File: src/rtl/dm_arbiter.sv
// Two-port round-robin arbiter with a bounded lock for the single-ported 1K x 17
// data memory: one registered DM access per cycle, read data returned two cycles after grant.
module dm_arbiter #(
    parameter int unsigned MAX_LOCK = 8
) (
    input  logic        clk,
    input  logic        rst_n,
    input  logic        req0,
    input  logic        req1,
    input  logic        we0,
    input  logic        we1,
    input  logic [9:0]  addr0,
    input  logic [9:0]  addr1,
    input  logic [16:0] wdata0,
    input  logic [16:0] wdata1,
    input  logic        lock0,
    input  logic        lock1,
    output logic        gnt0,
    output logic        gnt1,
    output logic        rvalid0,
    output logic        rvalid1,
    output logic [16:0] rdata,
    output logic        dm_re,
    output logic        dm_we,
    output logic [9:0]  dm_addr,
    output logic [16:0] dm_wdata,
    input  logic [16:0] dm_rd_data
);
    localparam logic [7:0] MAX_LOCK_C = 8'(MAX_LOCK);

    logic        favor_q, favor_d;
    logic        lock_active_q, lock_active_d;
    logic        owner_q, owner_d;
    logic [7:0]  lock_cnt_q, lock_cnt_d;
    logic        dm_re_q, dm_re_d;
    logic        dm_we_q, dm_we_d;
    logic [9:0]  dm_addr_q, dm_addr_d;
    logic [16:0] dm_wdata_q, dm_wdata_d;
    logic        tag_q, tag_d;
    logic [1:0]  rvalid_q, rvalid_d;
    logic [16:0] rdata_q, rdata_d;

    logic        gnt0_c, gnt1_c, grant_any, gsel, g_we, g_lock, owner_lock;
    logic [9:0]  g_addr;
    logic [16:0] g_wdata;
    logic [7:0]  cnt_next;

    // While a lock is held only the owner can win, even when it is not requesting.
    // NOTE: every signal written in an always_comb gets a default first, so no latch is inferred.
    always_comb begin
        gnt0_c = 1'b0;
        gnt1_c = 1'b0;
        if (lock_active_q) begin
            gnt0_c = req0 & ~owner_q;
            gnt1_c = req1 &  owner_q;
        end else begin
            gnt0_c = req0 & (~req1 | ~favor_q);
            gnt1_c = req1 & (~req0 |  favor_q);
        end
    end

    // Grants are forced low in reset; the raw grant only feeds flops that reset holds anyway.
    assign gnt0 = gnt0_c & rst_n;
    assign gnt1 = gnt1_c & rst_n;

    assign grant_any  = gnt0_c | gnt1_c;
    assign gsel       = gnt1_c;
    assign g_we       = gsel ? we1    : we0;
    assign g_lock     = gsel ? lock1  : lock0;
    assign g_addr     = gsel ? addr1  : addr0;
    assign g_wdata    = gsel ? wdata1 : wdata0;
    assign owner_lock = owner_q ? lock1 : lock0;
    assign cnt_next   = !lock_active_q            ? 8'd1 :
                        (lock_cnt_q < MAX_LOCK_C) ? lock_cnt_q + 8'd1 : lock_cnt_q;

    always_comb begin
        favor_d       = favor_q;
        lock_active_d = lock_active_q;
        owner_d       = owner_q;
        lock_cnt_d    = lock_cnt_q;
        if (grant_any) begin
            if (g_lock) begin
                owner_d    = gsel;
                lock_cnt_d = cnt_next;
                if (cnt_next >= MAX_LOCK_C) begin
                    lock_active_d = 1'b0;
                    favor_d       = ~gsel;
                end else begin
                    lock_active_d = 1'b1;
                    if (!lock_active_q) favor_d = ~gsel;
                end
            end else begin
                lock_active_d = 1'b0;
                favor_d       = ~gsel;
            end
        end else if (lock_active_q && !owner_lock) begin
            lock_active_d = 1'b0;
        end
    end

    // Command stage issues the granted access; return stage captures DM data for reads.
    always_comb begin
        dm_re_d    = grant_any & ~g_we;
        dm_we_d    = grant_any &  g_we;
        dm_addr_d  = grant_any ? g_addr  : dm_addr_q;
        dm_wdata_d = grant_any ? g_wdata : dm_wdata_q;
        tag_d      = grant_any ? gsel    : tag_q;
        rvalid_d   = 2'b00;
        rdata_d    = rdata_q;
        if (dm_re_q) begin
            rdata_d           = dm_rd_data;
            rvalid_d[tag_q]   = 1'b1;
        end
    end

    // NOTE: sequential state uses non-blocking assignments so all flops update together.
    always_ff @(posedge clk or negedge rst_n) begin
        if (!rst_n) begin
            favor_q       <= 1'b0;
            lock_active_q <= 1'b0;
            owner_q       <= 1'b0;
            lock_cnt_q    <= 8'd0;
            dm_re_q       <= 1'b0;
            dm_we_q       <= 1'b0;
            dm_addr_q     <= 10'd0;
            dm_wdata_q    <= 17'd0;
            tag_q         <= 1'b0;
            rvalid_q      <= 2'b00;
            rdata_q       <= 17'd0;
        end else begin
            favor_q       <= favor_d;
            lock_active_q <= lock_active_d;
            owner_q       <= owner_d;
            lock_cnt_q    <= lock_cnt_d;
            dm_re_q       <= dm_re_d;
            dm_we_q       <= dm_we_d;
            dm_addr_q     <= dm_addr_d;
            dm_wdata_q    <= dm_wdata_d;
            tag_q         <= tag_d;
            rvalid_q      <= rvalid_d;
            rdata_q       <= rdata_d;
        end
    end

    assign dm_re    = dm_re_q;
    assign dm_we    = dm_we_q;
    assign dm_addr  = dm_addr_q;
    assign dm_wdata = dm_wdata_q;
    assign rvalid0  = rvalid_q[0];
    assign rvalid1  = rvalid_q[1];
    assign rdata    = rdata_q;

endmodule

File: config.mk
export PLATFORM = sky130hd
export DESIGN_NAME = dm_arbiter
export DESIGN_NICKNAME = d
export VERILOG_FILES = /design/src/rtl/dm_arbiter.sv
export SDC_FILE = /design/constraint.sdc
export NUM_CORES = 1
export LEC_CHECK = 0
export ABC_AREA = 1
export ABC_CLOCK_PERIOD_IN_PS = 1400
export CORE_MARGIN = 2
export CORE_UTILIZATION = 37
export CTS_CLUSTER_DIAMETER = 60
export DETAILED_ROUTE_END_ITERATION = 7
export PLACE_DENSITY = 0.76
export SYNTH_ARGS = -nofsm -noshare
export SYNTH_HDL_FRONTEND = slang
export SYNTH_SLANG_ARGS = --single-unit
export TNS_END_PERCENT = 20
File: constraint.sdc
create_clock -name clk -period 1.4 [get_ports clk]
set_input_delay 0.21 -clock clk [delete_from_list [all_inputs] [get_ports clk]]
set_output_delay 0.21 -clock clk [all_outputs]
set_load 0.005 [all_outputs]
==> flow_summary.json, run 1 <==
{
  "outcome": "complete, but fails checks",
  "violations": "negative setup slack",
  "reg2reg_from": "lock_active_q$_DFFE_PN0P_",
  "crit_fanout": 4,
  "synthSimpleGateAreaFrac_pct": 27.8,
  "fin_crit_sh_pct": 110,
  "synth_top_family_by_area": "simple AND/OR/NAND/NOR gates",
  "drive_gt1_share_pct": 11.1,
  "place_area_um2": 4210,
  "fmax_mhz": 652,
  "hold_slack_ns": 0.424,
  "fill_cells": 661,
  "coreArea_um2": 7290,
  "ys.flop_type": "dfrtp_1",
  "via_per_inst": 4.67,
  "synth_compound_area_share_pct": 7.72,
  "r2r_slack_ns": -0.05,
  "endpoint_kind": "output port",
  "netlist_area_um2": 2790,
  "ios": 129,
  "clk_pin_slew_worst_paths_ns": 0.07,
  "io_buffer_count": 128,
  "setup_tns_ns": -0.276,
  "start_util_pct": 38.2,
  "maxSlewHeadroom_pct": 69.3,
  "hold_end": "rdata[7]$_DFFE_PN0P_",
  "htree_num_levels": 3,
  "cts_buffers": 9,
  "crit_type": "register to output port",
  "area_growth_pct": 62.6,
  "synth_seq_area_share_pct": 53.9,
  "clock_sinks": 60,
  "gp_congestion": 0.861,
  "vias": 2771,
  "fin_area_um2": 4530,
  "grt_pass1_vias": 2752,
  "die-area_um2": 8240,
  "p_per_area_nw_per_um2": 1820,
  "die_w_um": 90.8,
  "diodes": 0,
  "power_uw": 8250,
  "cts_tree": "done",
  "synth_warnings": 0,
  "core.rowCount": 31,
  "dpl.hpwl_um": 5540,
  "ir_worst_vdd_mv": 0.634,
  "first_iter_violations": 81,
  "p_leak_uw": 0.00241,
  "syn_nets": 425,
  "finalNetCount": 569,
  "wl_per_cell_um": 12.9,
  "clockBufferDepth": 2,
  "antenna_found_initial": 0,
  "synth_xor_area_share_pct": 0.629,
  "setup_viol_count_final": 5,
  "synth_edf_count": 0,
  "fin_util_pct": 62.1,
  "finalWorstPathRequiredPeriod_ns": 1.53,
  "synth_cell_types": 29,
  "tightest_slew_ns": 0.461,
  "globalRouteOverflowTotal": 0,
  "clock_skew_ns": 0.00673,
  "drc": 0,
  "required_ns": 1.19,
  "worst_slack_ns": -0.134,
  "clock_latency_ns": 0.32,
  "hold_violations": 0,
  "die-height_um": 90.8,
  "grt_first_pass_wirelength_um": 12700,
  "clockRootBuffer": "clkbuf_8",
  "grt_setup_unrepaired": "yes",
  "hp-class": "primary input to register",
  "hold_depth": 3,
  "r2r_end": "favor_q$_DFFE_PN0P_",
  "syn_inst": 345,
  "ant_nets": 0,
  "critPathArrivalTime_ns": 1.32,
  "drv_slew": 0,
  "drt-pass1-iter-count": 4,
  "ff2ff_path_depth": 9,
  "hp-start": "dm_rd_data[7]",
  "grt_max_degree": 38,
  "synthArstFlopShare_pct": 100,
  "drv_cap": 0,
  "muxShareOfSynthArea_pct": 0.359,
  "synth_area_per_cell_um2": 8.08,
  "synth_fa_ha_area_share_pct": 0.449,
  "ys_ff_latch": 60,
  "grt_util_all_layers_pct": 19.2,
  "routed_wl_um": 7640,
  "startpoint_type": "register"
}
==> how the worst max path moves through the flow <==
stage                              startpoint                endpoint  slack [ns]  cells after the start
floorplan           lock_active_q$_DFFE_PN0P_  dm_addr[4]$_DFFE_PN0P_        0.09                      9
global placement                         req1                    gnt0       -0.42                      8
detailed placement                       req1                    gnt0       -0.41                      8
CTS                 lock_active_q$_DFFE_PN0P_                    gnt0       -0.15                      6
global route              owner_q$_DFFE_PN0P_                    gnt0       -0.21                      7
finish              lock_active_q$_DFFE_PN0P_                    gnt0       -0.13                      6
==> cell usage after synthesis (2+ instances only) <==
cell type / count / area share, %
inv_1: 39 / 5.3
inv_2: 3 / 0.40
o21ai_0: 31 / 5.6
buf_6: 3 / 1.2
buf_4: 3 / 0.81
a21oi_1: 3 / 0.54
dfrtp_1: 60 / 54
nand3_1: 31 / 5.6
buf_2: 4 / 0.72
nand2_2: 3 / 0.67
xor2_1: 2 / 0.63
nor2_1: 10 / 1.3
nand2_1: 134 / 18
clkbuf_1: 4 / 0.54
==> metrics by stage <==
step / setup WS [ns] / instances
global placement: -0.417 / 573
floorplan: 0.0884 / 345
CTS: -0.146 / 592
global route: -0.214 / 593
finish: -0.134 / 593
detailed placement: -0.414 / 573
==> cell usage in the layout (no fill, tap or decap), types with 2 or more instances in the layout <==
| cell type | synthesis | routed |
|---|---|---|
| inv_2 | 3 | 4 |
| o21ai_1 | 1 | 10 |
| nand3_1 | 31 | 30 |
| nand3_2 | 0 | 2 |
| buf_6 | 3 | 3 |
| clkdlybuf4s50_1 | 0 | 78 |
| xor2_1 | 2 | 2 |
| bufinv_16 | 0 | 2 |
| inv_1 | 39 | 38 |
| o21ai_0 | 31 | 22 |
| clkbuf_8 | 0 | 12 |
| nand2_1 | 134 | 133 |
| a21oi_1 | 3 | 3 |
| dfrtp_1 | 60 | 59 |
| buf_4 | 3 | 12 |
| nand2_4 | 1 | 3 |
| dlygate4sd2_1 | 0 | 36 |
| buf_2 | 4 | 3 |
| dlymetal6s2s_1 | 0 | 11 |
| nor2_1 | 10 | 9 |
| nand2_2 | 3 | 2 |
| clkinv_2 | 0 | 2 |
| buf_8 | 0 | 2 |
==> cell type report <==
| class | instances | area [µm²] | share of cell area (%) |
|---|---|---|---|
| Multi-Input combinational cell | 228 | 1080 | 23.7 |
| Tap cell | 99 | 124 | 2.73 |
| Clock buffer | 12 | 165 | 3.64 |
| Inverter | 43 | 161 | 3.56 |
| Clock inverter | 4 | 70.1 | 1.55 |
| Timing Repair Buffer | 147 | 1430 | 31.6 |
| Sequential cell | 60 | 1500 | 33.2 |
==> state kept, by name, summed over array words and instances (netlist names) <==
| signal | count |
|---|---|
| dm_wdata | 17 |
| rdata | 17 |
| owner_q | 1 |
| dm_addr | 10 |
| dm_we | 1 |
| favor_q | 1 |
| dm_re | 1 |
| rvalid_q | 2 |
| lock_active_q | 1 |
| lock_cnt_q | 8 |
| tag_q | 1 |
==> per-layer routing <==
metal  up-vias  global-route usage, %  wire, µm
met5         -                      0         0
met4         0                   7.45        65
met3         6                   5.34       517
met2       115                   34.1      3870
met1      1286                   21.9      3190
li1       1364                      -         -
==> what timing repair did <==
action,4_1_cts,5_1_grt
gates resized for setup,61,23
hold buffers,1,0
gates cloned,1,0
buffers inserted,1,1
hold endpoints to repair,38,0
setup endpoints to repair,69,53
pin swaps,1,2
==> power breakdown <==
group | switching (µW) | internal [µW] | total, µW
sequential | 431 | 2500 | 2930
combinational | 1730 | 1790 | 3520
clock | 653 | 1140 | 1800
total | 2820 | 5430 | 8250
==> cell families (layout without fill, tap and decap cells) <==
kind of cell / count (synthesis) / in the layout
compound gates: 39 / 39
mux: 1 / 1
buf+inv: 58 / 206
xor+xnor: 2 / 2
fa+ha+maj: 1 / 1
flops: 60 / 60
simple gates: 184 / 185
==> worst max-delay path, cell delays in order, from the launching register on <==
cell,delay [ns]
dfrtp_2,0.45
a21oi_4,0.19
buf_6,0.12
nand2_2,0.04
nand3_2,0.05
inv_1,0.03
buf_2,0.12
Power figures use the tool's default switching activity.
==> run 2, diff against run 1 <==
- SLEW_MARGIN: not set -> 15
==> results of run 2 <==
Final layout, timing and power as in run 1 (identical DEF).
==> run 3, diff against run 2 <==
- RECOVER_POWER: not set -> 100
==> flow_summary.json, run 3 (same netlist as run 1, synthesis figures left out) <==
{
  "drive_gt1_share_pct": 10.9,
  "diodes": 0,
  "first_iter_violations": 91,
  "clockRootBuffer": "clkbuf_8",
  "drc": 0,
  "netSwitchingFraction_pct": 34.3,
  "endpoint_kind": "output port",
  "clockBufferDepth": 2,
  "final_common_cell": "nand2_1",
  "cts_buffers": 9,
  "hp-start": "dm_rd_data[7]",
  "drv_cap": 0,
  "gp_congestion": 0.861,
  "clock_latency_ns": 0.32,
  "clk_pin_slew_worst_paths_ns": 0.07,
  "grt_setup_unrepaired": "yes",
  "r2r_end": "dm_addr[7]$_DFFE_PN0P_",
  "r2r_slack_ns": -0.07,
  "critPathArrivalTime_ns": 1.32,
  "vias": 2764,
  "required_ns": 1.19,
  "ant_nets": 0,
  "hp-class": "primary input to register",
  "clkPwrFrac_pct": 21.8,
  "globalRouteOverflowTotal": 0,
  "grt_pass1_vias": 2752,
  "p_seq_share_pct": 35.7,
  "maxSlewHeadroom_pct": 60.2,
  "fin_util_pct": 61.6,
  "critical_path.cell_chain": "a21oi_4 -> buf_6 -> nand2_2 -> nand3_2 -> inv_1 -> buf_2",
  "die-area_um2": 8240,
  "setup_viol_count_final": 13,
  "finalNetCount": 569,
  "finalWorstPathRequiredPeriod_ns": 1.53,
  "io_buffer_count": 128,
  "violations": "negative setup slack",
  "cts_tree": "done",
  "p_per_area_nw_per_um2": 1830,
  "crit_fanout": 4,
  "core.rowCount": 31,
  "drt-pass1-iter-count": 4,
  "grt_max_degree": 38,
  "comb_power_share_pct": 42.5,
  "reg2reg_from": "favor_q$_DFFE_PN0P_",
  "ir_worst_vdd_mv": 0.634,
  "coreArea_um2": 7290,
  "wl_per_cell_um": 12.8,
  "dpl.hpwl_um": 5540,
  "outcome": "complete, but fails checks",
  "cpPeakStageDelay_ns": 0.45,
  "via_per_inst": 4.66,
  "ff2ff_path_depth": 6,
  "post-place-ws_ns": -0.414,
  "antenna_found_initial": 0,
  "routed_wl_um": 7620,
  "ios": 129,
  "p_leak_uw": 0.00228,
  "clock_sinks": 60,
  "grt_first_pass_wirelength_um": 12700,
  "hold_end": "rdata[7]$_DFFE_PN0P_",
  "drv_slew": 0,
  "crit_type": "register to output port",
  "crit_buf_inv": 3,
  "p_int_uw": 5400,
  "clock_skew_ns": 0.00696,
  "hold_violations": 0,
  "fin_crit_sh_pct": 109,
  "grt_util_all_layers_pct": 19.2,
  "layout_common_cells": "nand2_1, clkdlybuf4s50_1, dfrtp_1, inv_1, dlygate4sd2_1",
  "hold_depth": 3,
  "htree_num_levels": 3,
  "area_growth_pct": 61.2,
  "die-height_um": 90.8,
  "hold_slack_ns": 0.424,
  "switchingPower_uw": 2820,
  "startpoint_type": "register",
  "crit_family": "flip-flops",
  "slowest_stage": "dfrtp_2",
  "worst_slack_ns": -0.133,
  "start_util_pct": 38.2,
  "die_w_um": 90.8,
  "tightest_slew_ns": 0.597,
  "fmax_mhz": 652
}
-- run 3: cell types whose count changed in the layout (fill, tap and decap cells not counted), sizes merged --
cell,delta
clkbuf,+4
dlymetal6s2s,-11
clkdlybuf4s25,+11
buf,-4
-- run 3: worst max-delay path by stage --
| stage | depth (start not counted) | to | slack (ns) | start |
|---|---|---|---|---|
| floorplan | 9 | dm_addr[4]$_DFFE_PN0P_ | 0.09 | lock_active_q$_DFFE_PN0P_ |
| finish | 6 | gnt0 | -0.13 | lock_active_q$_DFFE_PN0P_ |
| global route | 7 | gnt0 | -0.21 | owner_q$_DFFE_PN0P_ |
| global placement | 8 | gnt0 | -0.42 | req1 |
| detailed placement | 8 | gnt0 | -0.41 | req1 |
| CTS | 6 | gnt0 | -0.15 | lock_active_q$_DFFE_PN0P_ |
-- run 3: stage by stage --
stage	cells	setup TNS, ns	cell area, µm²	total power, µW
floorplan	345	0	2790	4590
global placement	573	-9.17	4210	6580
detailed placement	573	-10.45	4210	6710
CTS	592	-0.332	4480	8310
global route	593	-4.21	4490	8880
finish	593	-0.734	4490	8220
-- run 3: routing by layer --
metal  up-vias  routed length (µm)  global-route usage [%]
li1       1362                   -                       -
met1      1290                3180                    21.9
met2       106                3880                    34.1
met3         6                 501                    5.34
met4         0                  65                    7.45
met5         -                   0                       0
-- run 3: power groups by stage --
stage | clock network, µW | logic [µW] | registers, µW
floorplan | 0 | 1610 | 2970
global placement | 0 | 3630 | 2950
detailed placement | 0 | 3750 | 2960
CTS | 1840 | 3540 | 2940
global route | 1930 | 3920 | 3030
finish | 1800 | 3490 | 2930
-- run 3: tightest hold or removal path, cell delays in order --
cell and delay [ns]:
clkdlybuf4s50_1 0.40, nand2_1 0.06, nand2_1 0.04
-- run 3: what timing repair did --
action,CTS,global route
gates resized for setup,61,23
cloned,1,0
endpoints found under the setup margin,69,53
hold endpoints to repair,38,0
buffers inserted,1,1
hold buffers,1,0
pin swaps,1,2
-- run 3: layout make-up --
| cell class | count | area [µm²] |
|---|---|---|
| inverter | 43 | 161 |
| multi-input combinational | 228 | 1080 |
| sequential | 60 | 1500 |
| fill | 666 | 2800 |
| clock inverter | 4 | 70.1 |
| tap | 99 | 124 |
| clock buffer | 12 | 165 |
| timing repair buffer | 147 | 1390 |
